<file path="src/rtl/periferico_bin2bcd.sv">
// periferico_bin2bcd
//
// Memory-mapped binary-to-BCD converter for the calculator datapath.
// Firmware writes a 32-bit operand as two 16-bit halves and then starts a
// conversion through INIT. A sequential double-dabble engine then runs 32
// iterations (add-3 adjust, then shift) and produces 10 packed BCD digits.
//
// Ports:
//   clk    in   1   system clock, rising edge
//   reset  in   1   asynchronous, active-low; clears all state
//   d_in   in  16   write data
//   cs     in   1   chip select
//   addr   in   5   register address
//   rd     in   1   read strobe (qualified by cs)
//   wr     in   1   write strobe (qualified by cs, sampled at posedge)
//   d_out  out 32   combinational read data, 0 when not selected
//
// Register map:
//   0x04 BIN_LO (W)  operand[15:0]
//   0x08 BIN_HI (W)  operand[31:16]
//   0x0C INIT   (W)  d_in[0]=1 starts a conversion (ignored while busy)
//   0x10 BCD_LO (R)  digits 7..0
//   0x14 BCD_HI (R)  {24'b0, digit 9, digit 8}
//   0x18 STATUS (R)  {30'b0, busy, done}
//
// Bus handshake: a write is a single-cycle strobe (cs&&wr) that takes effect
// at the next rising edge; there is no backpressure. A read (cs&&rd) returns
// the current (pre-edge) register value combinationally in the same cycle.

module periferico_bin2bcd (
  input  logic        clk,
  input  logic        reset,
  input  logic [15:0] d_in,
  input  logic        cs,
  input  logic [4:0]  addr,
  input  logic        rd,
  input  logic        wr,
  output logic [31:0] d_out
);

  localparam logic [4:0] ADDR_BIN_LO = 5'h04;
  localparam logic [4:0] ADDR_BIN_HI = 5'h08;
  localparam logic [4:0] ADDR_INIT   = 5'h0C;
  localparam logic [4:0] ADDR_BCD_LO = 5'h10;
  localparam logic [4:0] ADDR_BCD_HI = 5'h14;
  localparam logic [4:0] ADDR_STATUS = 5'h18;

  typedef enum logic [1:0] {
    ST_IDLE  = 2'd0,
    ST_SHIFT = 2'd1,
    ST_DONE  = 2'd2
  } state_e;

  state_e      state_q, state_d;
  logic [31:0] operand_q, operand_d;
  logic [31:0] bin_q, bin_d;
  logic [39:0] bcd_q, bcd_d;
  logic [4:0]  cnt_q, cnt_d;
  logic [39:0] res_q, res_d;
  logic        busy_q, busy_d;
  logic        done_q, done_d;

  logic        wr_en;
  logic        init_req;
  logic [39:0] bcd_adj;
  logic [39:0] bcd_shift;

  assign wr_en    = cs && wr;
  assign init_req = wr_en && (addr == ADDR_INIT) && d_in[0];

  // Add-3 adjust on every digit that is 5 or more, so that the following
  // left shift carries correctly into the next decimal digit.
  always_comb begin
    bcd_adj = bcd_q;
    for (int i = 0; i < 10; i++) begin
      if (bcd_q[4*i +: 4] >= 4'd5) begin
        bcd_adj[4*i +: 4] = bcd_q[4*i +: 4] + 4'd3;
      end
    end
  end

  // {bcd, bin} shifted left by one: the binary MSB enters the BCD LSB.
  assign bcd_shift = {bcd_adj[38:0], bin_q[31]};

  always_comb begin
    state_d   = state_q;
    operand_d = operand_q;
    bin_d     = bin_q;
    bcd_d     = bcd_q;
    cnt_d     = cnt_q;
    res_d     = res_q;
    busy_d    = busy_q;
    done_d    = done_q;

    // Operand writes are accepted in every state; a running conversion works
    // from its own copy in bin_q, so it is unaffected.
    if (wr_en && (addr == ADDR_BIN_LO)) begin
      operand_d[15:0] = d_in;
    end
    if (wr_en && (addr == ADDR_BIN_HI)) begin
      operand_d[31:16] = d_in;
    end

    case (state_q)
      ST_IDLE, ST_DONE: begin
        if (init_req) begin
          bin_d   = operand_q;
          bcd_d   = 40'h0;
          cnt_d   = 5'd0;
          done_d  = 1'b0;
          busy_d  = 1'b1;
          state_d = ST_SHIFT;
        end
      end
      ST_SHIFT: begin
        bcd_d = bcd_shift;
        bin_d = {bin_q[30:0], 1'b0};
        cnt_d = cnt_q + 5'd1;
        // Iteration 31 is the last one; publish its post-shift result.
        if (cnt_q == 5'd31) begin
          res_d   = bcd_shift;
          done_d  = 1'b1;
          busy_d  = 1'b0;
          state_d = ST_DONE;
        end
      end
      default: begin
        state_d = ST_IDLE;
      end
    endcase
  end

  always_ff @(posedge clk or negedge reset) begin
    if (!reset) begin
      state_q   <= ST_IDLE;
      operand_q <= 32'h0;
      bin_q     <= 32'h0;
      bcd_q     <= 40'h0;
      cnt_q     <= 5'd0;
      res_q     <= 40'h0;
      busy_q    <= 1'b0;
      done_q    <= 1'b0;
    end else begin
      state_q   <= state_d;
      operand_q <= operand_d;
      bin_q     <= bin_d;
      bcd_q     <= bcd_d;
      cnt_q     <= cnt_d;
      res_q     <= res_d;
      busy_q    <= busy_d;
      done_q    <= done_d;
    end
  end

  // Read mux: write-only and unmapped addresses read as zero.
  always_comb begin
    d_out = 32'h0;
    if (cs && rd) begin
      case (addr)
        ADDR_BCD_LO: d_out = res_q[31:0];
        ADDR_BCD_HI: d_out = {24'h0, res_q[39:32]};
        ADDR_STATUS: d_out = {30'h0, busy_q, done_q};
        default:     d_out = 32'h0;
      endcase
    end
  end

endmodule

</file>
<file path="config.mk">
export PLATFORM = sky130hd
export DESIGN_NAME = periferico_bin2bcd
export DESIGN_NICKNAME = d
export VERILOG_FILES = /design/src/rtl/periferico_bin2bcd.sv
export SDC_FILE = /design/constraint.sdc
export NUM_CORES = 1
export LEC_CHECK = 0
export BUFFER_PORTS_ARGS = -buffer_cell sky130_fd_sc_hd__buf_2
export CORE_MARGIN = 2
export CORE_UTILIZATION = 43
export DETAILED_ROUTE_END_ITERATION = 7
export GPL_ROUTABILITY_DRIVEN = 0
export PLACE_DENSITY_LB_ADDON = 0.3
export SYNTH_ARGS = -nofsm -noshare
export SYNTH_HDL_FRONTEND = slang
export SYNTH_SLANG_ARGS = --single-unit
export TNS_END_PERCENT = 100
</file>
<file path="constraint.sdc">
create_clock -name clk -period 2.5 [get_ports clk]
set_input_delay 0.375 -clock clk [delete_from_list [all_inputs] [get_ports clk]]
set_output_delay 0.375 -clock clk [all_outputs]
set_load 0.01 [all_outputs]
</file>
; Word level (Yosys, flattened, before mapping)
; Cells that the tools add are included.
; W data, S select, Z words.
[op_classes]
add_sub_neg = 11
multipliers = 0
div = 0
magnitude_cmp = 10
eq_ne = 11
shifts = 0
n_mux = 27
bitwise_logic = 0
n_reduce_logical = 13
[ops]
columns = cell, n
row1 = $pmux W32 S3, 1
row2 = $pmux W40 S2, 1
row3 = $mux W32, 2
row4 = $pmux W32 S2, 1
row5 = $ge A4 B3 Y1 const B, 10
row6 = $mux W40, 1
row7 = $add A4 B2 Y4 const B, 9
row8 = $mux W4, 9
row9 = $eq A5 B5 Y1 const B, 4
row10 = $eq A5 B4 Y1 const B, 2
row11 = $pmux W5 S2, 1
row12 = $logic_and A1 B1 Y1, 6
row13 = $reduce_and A2 Y1, 3
row14 = $add A5 B1 Y5 const B, 1
row15 = $eq A5 B3 Y1 const B, 1
row16 = $mux W5, 1
row17 = $mux W1, 4
row18 = $mux W2, 2
row19 = $ne A2 B2 Y1 const B, 2
row20 = $pmux W1 S2, 2
row21 = $pmux W2 S2, 1
row22 = $add A3 B2 Y3 const B, 1
row23 = $mux W3, 1
row24 = $reduce_and A3 Y1, 1
row25 = 5 further kinds, 5
[word_totals]
ff_bits = 153
latch_bits = 0
ram_bits = 0
mem_bits_ro = 0
output_inout_bits = 32
elab_cells = 81
n_memories = 0

; Depth between registers and ports, before layout
[logic_depth]
depth_word = 5
mapped_depth = 7

; Worst setup path after synthesis
; Ideal clock, no wire load.
[synth_timing]
path_kind = input to output
start = input addr[1]
end = output d_out[11]
t_arrival_ns = 1.496
required_ns = 2.125
setup_slack_ns = 0.629
cell_stages = 5
n_path_buf = 1
cell_sequence = nor3b_4 > nand4b_1 > nor2_1 > clkbuf_1 > and2_1
[synth_via]
elab_chain_cells = 3
[synth_rtl]
columns = item, line_no
row1 = from (decl), 35  ; input logic [4:0] addr,
row2 = $eq A5 B5 Y1, 159  ; case (addr)
row3 = $pmux W32 S3 *, 159
row4 = $mux W32 *, 158  ; if (cs && rd) begin
row5 = to (decl), 38  ; output logic [31:0] d_out
; Mark *: on every way between the ends. The rest lies on a longest branch, timed or not.

; Final worst setup path
[layout_timing]
start = input addr[1]
end = output d_out[17]
; Same word-level chain as after synthesis.

==> impl_metrics.toml <==
[layout]
antenna_cells = 0
syn_to_final_growth_pct = 16.8
drive_above_1_share = 0.205
fill_cells = 1477
seq_area_um2 = 3830
nets = 808
multi_input_area_um2 = 3110
fin_util = 0.509
instances_no_fill = 992

[detailed_routing]
final_antenna_net_count = 0
dr.pass1.iters = 4
vias = 5200
drt-initial-drc-count = 266
drc = 0
wl_per_cell_um = 14.9
avgViaCountPerCell = 5.24
drt-total-wl_um = 14700

[critical_path]
slowest_delay_ns = 0.28
cp_slowest_cell = "nor3b_4"
crit_buf_inv = 3
crit_chain = "buf_2, nor3b_4, nand4b_1, nor2_1, buf_4, and2_1, buf_2"
timing.critical_path.from = "addr[1]"
cp_common_cell = "buf_2"
cpLargestDelayFamily = "simple AND/OR/NAND/NOR gates"
rr_worst_depth = 7
timing.rr.end = "res_q[11]$_DFFE_PN0P_"
crit_path_start_kind = "input pin"
crit_required_ns = 2.12
rr_startpoint = "cnt_q[0]$_DFFE_PN0P_"
cp_max_fo = 24
end_kind = "primary output"
r2r_slack_ns = 0.59
critPathKind = "in2out"
critPathArrivalTime_ns = 1.63

[synth]
yosysWarnings = 0
yosysTopAreaCell = "dfrtp_1"
synth_ff_type = "dfrtp_1"
syn_inst = 704
ys_top_cells_by_count = "dfrtp_1 (153), o21ai_0 (94), nor2_1 (79), nand2_1 (56), mux2_2 (45)"
synthTopCellsByArea = "dfrtp_1 (53%), mux2_2 (7.1%), o21ai_0 (6.6%)"
synth.most_common_cell = "dfrtp_1"
ys_async_sr_fraction = 1.00
synth-seq-cells = 153
syn_area_per_cell_um2 = 10.2
ys_seq_area_frac = 0.534
ys_types = 36
synth_edf_count = 0
syn_area_um2 = 7170
synth_top_area_frac = 0.534
synth_nets = 752

[clocking]
cts_root_buffer = "clkbuf_16"
cts_buffers = 17
htreeDepth = 4
clock-sinks = 153
cts_hold_buf = 1
clk_pin_slew_worst_paths_ns = 0.06
clock_latency_ns = 0.43
cts_resized = 0
clockBufferDepth = 2
cts_tree = "yes"
cts_setup_buffers = 0

[global_routing]
grt_max_degree = 67
grt-ovfl-total = 0
track_usage = 0.178
grt_pass1_wl_um = 25200
antenna_found_initial = 0
grt_pass1_vias = 5288

[power_and_ir_drop]
p_leak_nw = 3.88
max-vdd-ir-drop_uv = 646
pwr_density_cell_nw_per_um2 = 1010

[worst_hold_path]
min_from = "d_in[6]"
hold_path.class = "in2reg"
min_to = "operand_q[6]$_DFFE_PN0P_"
whs_path_depth = 2

[sta]
finalHoldViolations = 0
finalSetupViolCount = 0
setup_tns_ns = 0
tightest_slew_ns = 0.620
layout_min_cycle_time_ns = 2.00
fmax_mhz = 500
rsz0062_at_grt = "no"
worst_slack_ns = 0.500
post-route-period-util = 0.800
final_max_slew_viol_count = 0
slew_headroom = 0.587
fin_worst_skew_ns = 0.00949

[placement]
dp.cells = 960
pre_cts_slack_ns = 0.493
io_buffer_count = 57
hpwl_um = 9820

[floorplanning]
fp.dieArea_um2 = 17700
fp.dieW_um = 133
die_h_um = 133
ios = 58
row_count = 47
initial_core_util = 0.435
core-area_um2 = 16500

[job]
drv_cap = 0

[run_status]
status = "finished clean"
-- flip-flops by register name, indices dropped and copies added (netlist names) --
name,flops
operand_q,32
done_q,1
bin_q,32
state_q,2
bcd_q,40
res_q,40
busy_q,1
cnt_q,5
-- cells in the final DEF, fill, tap and decap left out, drive strengths merged, types with 23 or more instances in the layout --
cell,Yosys,final
o22ai,31,31
mux2,45,45
and2,25,25
nor2,79,79
o21ai,94,94
nand2,57,57
nand3,23,23
inv,21,24
a21oi,30,30
dfrtp,153,153
buf,11,74
-- power breakdown --
| part | switching [W] | internal (W) | leakage, nW |
|---|---|---|---|
| clock network | 0.00102 | 0.00150 | 0.279 |
| registers | 0.000526 | 0.00311 | 1.94 |
| logic | 0.00121 | 0.00106 | 1.65 |
-- worst max path at each step --
stage	endpoint	slack, ns	cells past startpoint
final	d_out[17]	0.50	7
after global routing	d_out[9]	0.35	7
after CTS	d_out[17]	0.49	7
after detailed placement	d_out[17]	0.49	7
after global placement	d_out[8]	0.57	7
after floorplan	d_out[11]	0.63	5
-- cells by family (layout without fill, tap and decap cells) --
group,after synthesis,after routing,share of synthesized area
flip-flops,153,153,0.534
adder cells (fa/ha/maj),22,22,0.0384
multiplexers,54,54,0.0833
AND/OR/NAND/NOR,220,220,0.149
buffers and inverters,59,127,0.0326
AO/OA/AOI/OAI,183,183,0.147
XOR/XNOR,13,13,0.0159
-- final cells by class --
type                    count  share of cell area
inverters                  21             0.00941
clock inverters            13              0.0173
well taps                 220              0.0329
repair buffers             75              0.0587
clock buffers              18              0.0525
flip-flops and latches    153               0.457
multi-input cells         492               0.372
-- worst reg2reg max path, delay by kind of cell, from the launching register on --
kind            cells  cell delay [ns]
simple gates        2             0.45
compound gates      2             0.26
flops               1             0.42
buf+inv             1             0.25
fa+ha+maj           2             0.42
-- per-stage QoR --
step / total power (W) / hold WS (ns) / cell area, um2
finish: 0.00842 / 0.185 / 8370
global route: 0.00903 / 0.176 / 8370
CTS: 0.00850 / 0.166 / 8370
detailed placement: 0.00593 / 0.415 / 7780
global placement: 0.00577 / 0.410 / 7780
floorplan: 0.00529 / 0.0794 / 7170
-- per-layer routing --
metal | GRT usage | wire length [um] | up-vias
met4 | 0.0674 | 163 | 0
met2 | 0.304 | 7360 | 97
li1 | - | - | 2576
met3 | 0.0472 | 630 | 13
met1 | 0.219 | 6590 | 2514
met5 | 0 | 0 | -
Note: power is estimated with default switching activity, not from simulation.
